===== src/rtl/dtmf_tone_gen.sv =====
// dtmf_tone_gen
//   DTMF tone generator. A keypad digit is accepted with its tone and gap
//   lengths (in 8 kHz samples). Two 24-bit phase accumulators (row and
//   column) index a quarter-wave sine table; the sum of both sines is
//   presented left-justified on pdout_l/pdout_r. Each pdout_ack consumes
//   the presented sample. The tone is followed by a silent gap.
//
//   Optional feature: define DTMF_TONE_GEN_ABORT_EN to add the abort input.
//
// Ports
//   mclk         in   12.288 MHz clock, rising edge
//   rst_n        in   asynchronous active-low reset
//   digit_valid  in   digit request
//   digit_ready  out  high only while idle
//   digit        in   0-9, 10='*', 11='#', 12-15='A'-'D'
//   tone_samples in   tone length in samples, latched at accept
//   gap_samples  in   silence length in samples, latched at accept
//   pdout_ack    in   one-cycle pulse per frame: sample captured downstream
//   pdout_l      out  left sample {sum, 16'h0000}
//   pdout_r      out  right sample, identical to pdout_l
//   busy         out  high while playing tone or gap
//   abort        in   (DTMF_TONE_GEN_ABORT_EN only) cancel tone/gap
module dtmf_tone_gen (
  input  logic        mclk,
  input  logic        rst_n,
  input  logic        digit_valid,
  output logic        digit_ready,
  input  logic [3:0]  digit,
  input  logic [15:0] tone_samples,
  input  logic [15:0] gap_samples,
  input  logic        pdout_ack,
  output logic [31:0] pdout_l,
  output logic [31:0] pdout_r,
  output logic        busy
`ifdef DTMF_TONE_GEN_ABORT_EN
  ,
  input  logic        abort
`endif
);

  typedef enum logic [1:0] {
    IDLE = 2'd0,
    TONE = 2'd1,
    GAP  = 2'd2
  } state_t;

  state_t             state, state_nxt;
  logic [15:0]        count, count_nxt;
  logic [3:0]         digit_q;
  logic [15:0]        gap_q;
  logic [23:0]        phase_row, phase_col;
  logic [23:0]        inc_row, inc_col;
  logic               accept;
  logic               abort_hit;

  logic               s1_v, s2_v;
  logic signed [15:0] s1_row, s1_col, s2_sum;

`ifdef DTMF_TONE_GEN_ABORT_EN
  assign abort_hit = abort && (state != IDLE);
`else
  assign abort_hit = 1'b0;
`endif

  // digit_ready is only ever high in IDLE, so accept implies IDLE.
  assign accept  = digit_valid && digit_ready;
  assign busy    = (state != IDLE);
  assign pdout_r = pdout_l;

  // Quarter-wave table: round(16383*sin(2*pi*j/256)), j = 0..64.
  function automatic logic [13:0] quarter(input logic [6:0] j);
    case (j)
      7'd0:  quarter = 14'd0;
      7'd1:  quarter = 14'd402;
      7'd2:  quarter = 14'd804;
      7'd3:  quarter = 14'd1205;
      7'd4:  quarter = 14'd1606;
      7'd5:  quarter = 14'd2005;
      7'd6:  quarter = 14'd2404;
      7'd7:  quarter = 14'd2801;
      7'd8:  quarter = 14'd3196;
      7'd9:  quarter = 14'd3590;
      7'd10: quarter = 14'd3981;
      7'd11: quarter = 14'd4370;
      7'd12: quarter = 14'd4756;
      7'd13: quarter = 14'd5139;
      7'd14: quarter = 14'd5519;
      7'd15: quarter = 14'd5896;
      7'd16: quarter = 14'd6270;
      7'd17: quarter = 14'd6639;
      7'd18: quarter = 14'd7005;
      7'd19: quarter = 14'd7366;
      7'd20: quarter = 14'd7723;
      7'd21: quarter = 14'd8075;
      7'd22: quarter = 14'd8423;
      7'd23: quarter = 14'd8765;
      7'd24: quarter = 14'd9102;
      7'd25: quarter = 14'd9433;
      7'd26: quarter = 14'd9759;
      7'd27: quarter = 14'd10079;
      7'd28: quarter = 14'd10393;
      7'd29: quarter = 14'd10701;
      7'd30: quarter = 14'd11002;
      7'd31: quarter = 14'd11297;
      7'd32: quarter = 14'd11585;
      7'd33: quarter = 14'd11865;
      7'd34: quarter = 14'd12139;
      7'd35: quarter = 14'd12405;
      7'd36: quarter = 14'd12664;
      7'd37: quarter = 14'd12915;
      7'd38: quarter = 14'd13159;
      7'd39: quarter = 14'd13394;
      7'd40: quarter = 14'd13622;
      7'd41: quarter = 14'd13841;
      7'd42: quarter = 14'd14052;
      7'd43: quarter = 14'd14255;
      7'd44: quarter = 14'd14449;
      7'd45: quarter = 14'd14634;
      7'd46: quarter = 14'd14810;
      7'd47: quarter = 14'd14977;
      7'd48: quarter = 14'd15136;
      7'd49: quarter = 14'd15285;
      7'd50: quarter = 14'd15425;
      7'd51: quarter = 14'd15556;
      7'd52: quarter = 14'd15678;
      7'd53: quarter = 14'd15790;
      7'd54: quarter = 14'd15892;
      7'd55: quarter = 14'd15985;
      7'd56: quarter = 14'd16068;
      7'd57: quarter = 14'd16142;
      7'd58: quarter = 14'd16206;
      7'd59: quarter = 14'd16260;
      7'd60: quarter = 14'd16304;
      7'd61: quarter = 14'd16339;
      7'd62: quarter = 14'd16363;
      7'd63: quarter = 14'd16378;
      default: quarter = 14'd16383;
    endcase
  endfunction

  // Full-wave sine from the quarter table: odd quadrants mirror the index,
  // upper half-wave negates.
  function automatic logic signed [15:0] sine(input logic [7:0] idx);
    logic [6:0]  j;
    logic [15:0] mag;
    j   = idx[6] ? (7'd64 - {1'b0, idx[5:0]}) : {1'b0, idx[5:0]};
    mag = {2'b00, quarter(j)};
    sine = idx[7] ? -$signed(mag) : $signed(mag);
  endfunction

  // Keypad row: {1,2,3,A} {4,5,6,B} {7,8,9,C} {*,0,#,D}
  always_comb begin
    inc_row = 24'd1973420;
    case (digit_q)
      4'd1, 4'd2, 4'd3, 4'd12: inc_row = 24'd1461715;
      4'd4, 4'd5, 4'd6, 4'd13: inc_row = 24'd1614807;
      4'd7, 4'd8, 4'd9, 4'd14: inc_row = 24'd1786774;
      default:                 inc_row = 24'd1973420;
    endcase
  end

  // Keypad column: {1,4,7,*} {2,5,8,0} {3,6,9,#} {A,B,C,D}
  always_comb begin
    inc_col = 24'd3424649;
    case (digit_q)
      4'd1, 4'd4, 4'd7, 4'd10: inc_col = 24'd2535457;
      4'd2, 4'd5, 4'd8, 4'd0:  inc_col = 24'd2801795;
      4'd3, 4'd6, 4'd9, 4'd11: inc_col = 24'd3097494;
      default:                 inc_col = 24'd3424649;
    endcase
  end

  // Acks are ignored in IDLE, so an ack coinciding with accept has no effect.
  always_comb begin
    state_nxt = state;
    count_nxt = count;
    case (state)
      IDLE: begin
        if (accept) begin
          if (tone_samples != '0) begin
            state_nxt = TONE;
            count_nxt = tone_samples;
          end else if (gap_samples != '0) begin
            state_nxt = GAP;
            count_nxt = gap_samples;
          end
        end
      end
      TONE: begin
        if (pdout_ack) begin
          if (count == 16'd1) begin
            if (gap_q != '0) begin
              state_nxt = GAP;
              count_nxt = gap_q;
            end else begin
              state_nxt = IDLE;
              count_nxt = '0;
            end
          end else begin
            count_nxt = count - 16'd1;
          end
        end
      end
      GAP: begin
        if (pdout_ack) begin
          if (count == 16'd1) begin
            state_nxt = IDLE;
            count_nxt = '0;
          end else begin
            count_nxt = count - 16'd1;
          end
        end
      end
      default: begin
        state_nxt = IDLE;
        count_nxt = '0;
      end
    endcase
    if (abort_hit) begin
      state_nxt = IDLE;
      count_nxt = '0;
    end
  end

  always_ff @(posedge mclk or negedge rst_n) begin
    if (!rst_n) begin
      state       <= IDLE;
      count       <= '0;
      digit_q     <= '0;
      gap_q       <= '0;
      phase_row   <= '0;
      phase_col   <= '0;
      digit_ready <= 1'b0;
    end else begin
      state       <= state_nxt;
      count       <= count_nxt;
      // Rises one cycle after IDLE is entered; drops on the accept edge.
      digit_ready <= (state == IDLE) && (state_nxt == IDLE);
      if (accept) begin
        digit_q   <= digit;
        gap_q     <= gap_samples;
        phase_row <= '0;
        phase_col <= '0;
      end else if ((state == TONE) && pdout_ack && !abort_hit) begin
        phase_row <= phase_row + inc_row;
        phase_col <= phase_col + inc_col;
      end
    end
  end

  // Three-stage output pipeline: table lookup, sum, output register.
  // The valid flag follows the TONE state so leaving TONE zeroes pdout
  // three cycles later; abort flushes the whole pipe at once.
  always_ff @(posedge mclk or negedge rst_n) begin
    if (!rst_n) begin
      s1_v    <= 1'b0;
      s1_row  <= '0;
      s1_col  <= '0;
      s2_v    <= 1'b0;
      s2_sum  <= '0;
      pdout_l <= '0;
    end else if (abort_hit) begin
      s1_v    <= 1'b0;
      s2_v    <= 1'b0;
      pdout_l <= '0;
    end else begin
      s1_v    <= (state == TONE);
      s1_row  <= sine(phase_row[23:16]);
      s1_col  <= sine(phase_col[23:16]);
      s2_v    <= s1_v;
      s2_sum  <= s1_row + s1_col;
      pdout_l <= s2_v ? {s2_sum, 16'h0000} : '0;
    end
  end

endmodule


===== config.mk =====
export PLATFORM = sky130hd
export DESIGN_NAME = dtmf_tone_gen
export DESIGN_NICKNAME = d
export VERILOG_FILES = /design/src/rtl/dtmf_tone_gen.sv
export SDC_FILE = /design/constraint.sdc
export NUM_CORES = 1
export LEC_CHECK = 0
export ABC_AREA = 1
export BUFFER_PORTS_ARGS = -buffer_cell sky130_fd_sc_hd__buf_2
export CORE_ASPECT_RATIO = 1.4
export CORE_MARGIN = 4
export CORE_UTILIZATION = 32
export CTS_CLUSTER_SIZE = 16
export DETAILED_ROUTE_END_ITERATION = 10
export PLACE_DENSITY = 0.54
export SLEW_MARGIN = 20
export SYNTH_ARGS = -nofsm -noshare
export SYNTH_HDL_FRONTEND = slang
export SYNTH_SLANG_ARGS = --single-unit
export TNS_END_PERCENT = 1

===== constraint.sdc =====
create_clock -name mclk -period 3.6 [get_ports mclk]
set_input_delay 1.08 -clock mclk [delete_from_list [all_inputs] [get_ports mclk]]
set_output_delay 1.08 -clock mclk [all_outputs]
set_load 0.02 [all_outputs]

**After elaboration in Yosys (flattened, before gate mapping)**

Memories as Yosys holds them, arrays and structs flattened.
Cells that the tools add are included.

- $add $sub $neg: 8
- Equality and inequality tests: 7
- Multiplexer cells: 29
- Reductions and logical operators: 11

Operators by type and width:

| cell | number |
|---|---|
| 2-to-1 mux 16 bit | 10 |
| 2-to-1 mux 24 bit | 4 |
| adder 24 bit | 2 |
| case mux 16 bit (3 select lines) | 1 |
| nonzero test 16 bit | 3 |
| 2-to-1 mux 32 bit | 1 |
| negator 14 -> 16 bit | 2 |
| 2-to-1 mux 14 bit | 2 |
| adder 16 bit | 1 |
| == test 16 x 1 -> 1 bit, second input constant | 1 |
| 2-to-1 mux 2 bit | 8 |
| subtractor 16 x 1 -> 16 bit, second input constant | 1 |
| 2-to-1 mux 7 bit | 2 |
| subtractor 7 x 6 -> 7 bit, first input constant | 2 |
| != test 2 bit, second input constant | 3 |
| case mux 2 bit (3 select lines) | 1 |
| zero test 2 bit | 2 |
| AND reduction 4 bit | 1 |
| nonzero test 2 bit | 2 |
| logical AND 1 bit | 3 |
| != test 3 bit, second input constant | 1 |
| == test 2 x 1 -> 1 bit, second input constant | 1 |
| == test 2 bit, second input constant | 1 |

- Bits in registers: 169
- Memory bits (read-only): 2384
- Input port bits: 40
- Output and inout bits: 66
- Logic and storage cells: 72
- Memories kept: 4

Memory list:

| memory | depth | width | rd ports | clocked after Yosys merged registers in | write ports | RTL line | RTL |
|---|---|---|---|---|---|---|---|
| (no name shown) | 64 | 14 | 1 | 0 | 0 | 72 | `case (j)` |
| (no name shown) | 64 | 14 | 1 | 0 | 0 | 72 |  |
| (no name shown) | 16 | 19 | 1 | 0 | 0 | 154 | `case (digit_q)` |
| (no name shown) | 16 | 18 | 1 | 0 | 0 | 165 | `case (digit_q)` |

**Logic depth before layout (Yosys ltp)**

- Word-level depth: 7
- Mapped depth: 23
- Mapped depth without buffers: 23

**Worst setup path before layout**

Ideal clock, no wire load.

- Path kind: flip-flop to flip-flop
- Start point: register phase_row[16]
- End point: register s1_row[8]
- Arrival: 3.022 ns
- Path slack: 0.455 ns
- Stages on the path, launching flop included: 22
- Path buffers: 0
- Period minus slack after synthesis: 3.145 ns
- Cells stage by stage: dfrtp_1 -> inv_1 -> ha_1 -> o21ai_2 -> inv_1 -> ha_1 -> inv_1 -> nand2_1 -> nand2_2 -> nand2_1 -> nand2_1 -> nand3_1 -> nand3_1 -> nand3_1 -> inv_1 -> ha_1 -> nand2_1 -> nor2_4 -> and2_1 -> nor2_1 -> nand2_1 -> nand2_1

- Longest elaborated chain between the ends: 6

RTL lines:

| element | RTL line | RTL |
|---|---|---|
| start: declaration | 51 | `logic [23:0] phase_row, phase_col;` |
| start signal: assignment | 245 | `phase_row <= phase_row + inc_row;` |
| subtractor 7 x 6 -> 7 bit | 146 | `j = idx[6] ? (7'd64 - {1'b0, idx[5:0]}) : {1'b0, idx[5:0]};` |
| 2-to-1 mux 7 bit * | 146 |  |
| memory (64 x 14 bit) | - |  |
| 2-to-1 mux 14 bit * | 72 |  |
| negator 14 -> 16 bit | 148 | `sine = idx[7] ? -$signed(mag) : $signed(mag);` |
| 2-to-1 mux 16 bit * | 148 |  |
| end signal: assignment | 268 | `s1_row <= sine(phase_row[23:16]);` |
| end: declaration | 57 | `logic signed [15:0] s1_row, s1_col, s2_sum;` |

Every way passes the cells marked *; elsewhere a longest branch is shown, timed or not.
A chain may end at the register's enable or synchronous reset.

**Final worst setup path**

- Start point: register digit_q[2]
- End point: register phase_col[14]

- Longest elaborated chain between the ends: 4

RTL lines:

| element | RTL line | RTL |
|---|---|---|
| start: declaration | 49 | `logic [3:0] digit_q;` |
| start signal: assignment | 240 | `digit_q <= digit;` |
| memory (16 x 18 bit) | - |  |
| adder 24 bit | 246 | `phase_col <= phase_col + inc_col;` |
| 2-to-1 mux 24 bit | 244 | `end else if ((state == TONE) && pdout_ack && !abort_hit) begin` |
| 2-to-1 mux 24 bit | 239 | `if (accept) begin` |
| end signal: assignment | 246 |  |
| end: declaration | 51 |  |

No other way between the ends. The select of a mux whose other input is x is not followed.

==> key figures <==
Final layout
  • Fill count: 4,353
  • Net total in the final layout: 2,187
  • Synthesis-to-layout area growth: 11.5%
  • Proportion of layout cells with a drive suffix above 1: 0.115
  • Highest-count cells in the layout ignoring fill and taps: nand2_1 (574), inv_1 (220), nand3_1 (163)
  • Most common cell after layout, fill and taps aside: nand2_1
  • Antenna diode count: 0

Synth
  • Warnings from Yosys: 0
  • Sequential area share after synthesis: 0.289
  • Synth cell types: 57
  • Mean area per synthesized cell: 6.70 um2
  • Most used DFF post-synth: dfrtp_1
  • FF+latch count, synth: 153
  • Cell area after technology mapping: 13,200 um2
  • Cell count after synthesis: 1,977
  • Fraction of synthesis flops using an asynchronous set or reset pin: 1.00
  • Number of flops mapped to enable cells by yosys: 0

Route
  • DRC: 0
  • Wire length reported by the detailed router: 38,400 um
  • Post-route ant nets: 0
  • Post-DR vias/cell: 4.99
  • Number of DRC markers in iteration 0: 731
  • Drt first pass iters: 5
  • Post-DR wirelength/cell: 14.8 um
  • Total via count in the routed design: 13,000

Clocking
  • Cell at the root of the clock tree: clkbuf_16
  • Sinks on Clock Net: 153
  • CTS tree: done
  • Buffers from clock root to sink, at most: 2
  • Hold buffer count at cts: 0
  • Clock transition at path regs: 0.07 ns
  • Number of H-tree levels: 4
  • Num CTS Buffers: 17
  • Worst-skew pair later-pin latency: 0.45 ns

Worst hold path
  • Instance count along the most critical hold path: 0
  • Hold WC Path Type: reg2reg
  • Worst Min Path Start: s1_v$_DFF_PN0_
  • Worst Hold Endpoint: s2_v$_DFF_PN0_

Run status
  • Status: finished, final reports clean

Placement
  • Quantity of I/O buffers inserted on ports: 73
  • RePlAce Congestion: 0.941
  • Estimated wirelength of the detail-placed design: 30,300 um

STA
  • Final Skew: 0.0106 ns
  • Final Critical Period: 3.26 ns
  • Final number of hold-violating endpoints: 0
  • # setup viols final: 0
  • Unrepaired setup endpoints after global routing: false
  • Fin. max-slew vios: 0
  • Slew Limit Headroom: 0.580
  • Final worst path period share: 0.905
  • Pin slew with the least headroom to its limit: 0.630 ns
  • Fmax: 0.307 GHz
  • Aggregate negative setup slack: 0 ns

GRT
  • Via count of the first global-routing pass: 12,800
  • Largest net degree at the start of global routing: 62
  • Grt total ovfl: 0
  • Initial antenna violation count: 0
  • Global-route wire length before repair: 63,800 um
  • Tot GR Track Use: 0.170

Critical path
  • Crit. End Element: flop
  • Crit Reg-Reg Startpoint: digit_q[2]$_DFFE_PN0P_
  • Worst Reg2Reg Path Length in Cells: 17
  • Critical path launch point type: flop
  • Terminus of the critical flop-to-flop path: phase_col[14]$_DFFE_PN0P_
  • Largest fanout on the critical path: 8
  • Crit path required time: 3.93 ns
  • Arr. time, crit path: 3.59 ns
  • Classification of the worst setup path: reg2reg
  • Reg2Reg Setup Slack: 0.34 ns

Die
  • Number of I/O pins: 106
  • Area of the core: 40,600 um2
  • Die area: 44,800 um2
  • Standard-cell row count: 87
  • Die H: 249 um
  • Initial Utilization: 0.326
  • Die Wd: 180 um

Flow run
  • Max Cap Viol: 0
cell usage after synthesis, types with 4 or more instances:
library cell / n / area (um2)
o22ai_1: 10 / 62.6
xor2_1: 31 / 272
buf_6: 9 / 101
xnor2_1: 10 / 87.6
nand2_4: 5 / 56.3
inv_2: 8 / 30.0
a21oi_2: 4 / 35.0
o21bai_1: 7 / 52.6
nor2_4: 7 / 78.8
dfrtp_1: 153 / 3830
nand2_2: 17 / 106
clkbuf_1: 26 / 97.6
o31ai_1: 6 / 45.0
o211ai_1: 12 / 90.1
buf_2: 8 / 40.0
a31oi_1: 15 / 93.8
nor4_1: 10 / 62.6
nand4_1: 20 / 125
a21boi_0: 4 / 30.0
nand2_1: 574 / 2150
o21ai_0: 161 / 806
a21oi_1: 103 / 515
nand3_2: 6 / 60.1
nor2_1: 152 / 571
o21ai_1: 8 / 40.0
nor2_2: 9 / 56.3
ha_1: 92 / 1150
inv_1: 222 / 833
nor3_1: 17 / 85.1
buf_4: 57 / 428
clkinv_1: 5 / 18.8
nand3_1: 163 / 816
registers in the layout (all words and copies together) (netlist names):
| register | count |
|---|---|
| count | 16 |
| digit_q | 4 |
| digit_ready | 1 |
| gap_q | 16 |
| pdout_l | 16 |
| phase_col | 24 |
| phase_row | 24 |
| s1_col | 16 |
| s1_row | 16 |
| s1_v | 1 |
| s2_sum | 16 |
| s2_v | 1 |
| state | 2 |
through the flow:
step / hold slack, ns / util / cells / worst slack, ns / cell area (um2)
CTS: 0.385 / 0.362 / 2595 / 0.0347 / 14700
global route: 0.387 / 0.364 / 2599 / 0.00703 / 14800
floorplan: 0.331 / - / 2008 / 0.455 / 13400
global placement: 0.369 / 0.347 / 2563 / 0.166 / 14100
detailed placement: 0.369 / 0.347 / 2563 / 0.0713 / 14100
finish: 0.382 / 0.364 / 2599 / 0.341 / 14800
layout make-up:
cell class                      instances  area (um2)  share of cell area
Multi-Input combinational cell       1516        7970               0.540
Sequential cell                       153        3830               0.259
Inverter                              236         892              0.0604
Timing Repair Buffer                  128         797              0.0540
Tap cell                              534         668              0.0453
Clock buffer                           17         425              0.0288
Clock inverter                         15         176              0.0119
timing repair:
action / in CTS / in global routing
setup endpoints to repair: 0 / 14
buffers inserted: 0 / 4
resized for setup: 0 / 15
cell families after synthesis:
group	count (synthesis)	share of synthesized area
xor+xnor	41	0.0271
buf+inv	339	0.120
simple gates	996	0.325
compound gates	352	0.148
other cells	1	0.000283
fa+ha+maj	95	0.0915
flops	153	0.289
worst max-delay path, stage by stage (launching register included):
cell and delay (ns):
dfrtp_2 0.48, clkinvlp_4 0.13, buf_4 0.14, nor2_1 0.07, inv_1 0.09, o21ai_0 0.12
a31oi_1 0.18, ha_1 0.25, inv_1 0.09, fa_1 0.41, o21ai_1 0.21, nand2_1 0.10
a21oi_1 0.18, a21boi_0 0.17, o31ai_1 0.28, a21oi_1 0.09, o21ai_0 0.09, nand2_1 0.07
layer usage:
metal	up-vias	wire (um)	global-route usage
li1	6535	-	-
met1	5991	15200	0.187
met2	342	20300	0.324
met3	89	1500	0.0232
met4	0	1450	0.0725
met5	-	0	0
worst max-delay path by stage:
stage / end / start
after floorplan: s1_row[8]$_DFF_PN0_ / phase_row[16]$_DFFE_PN0P_
after global placement: phase_col[21]$_DFFE_PN0P_ / digit_q[2]$_DFFE_PN0P_
after detailed placement: phase_col[21]$_DFFE_PN0P_ / digit_q[2]$_DFFE_PN0P_
after CTS: phase_col[21]$_DFFE_PN0P_ / digit_q[2]$_DFFE_PN0P_
after global routing: phase_row[23]$_DFFE_PN0P_ / digit_q[1]$_DFFE_PN0P_
final: phase_col[14]$_DFFE_PN0P_ / digit_q[2]$_DFFE_PN0P_
Power is not shown: default switching activity piles up to over one toggle a cycle in this logic, so the estimate is an artifact.
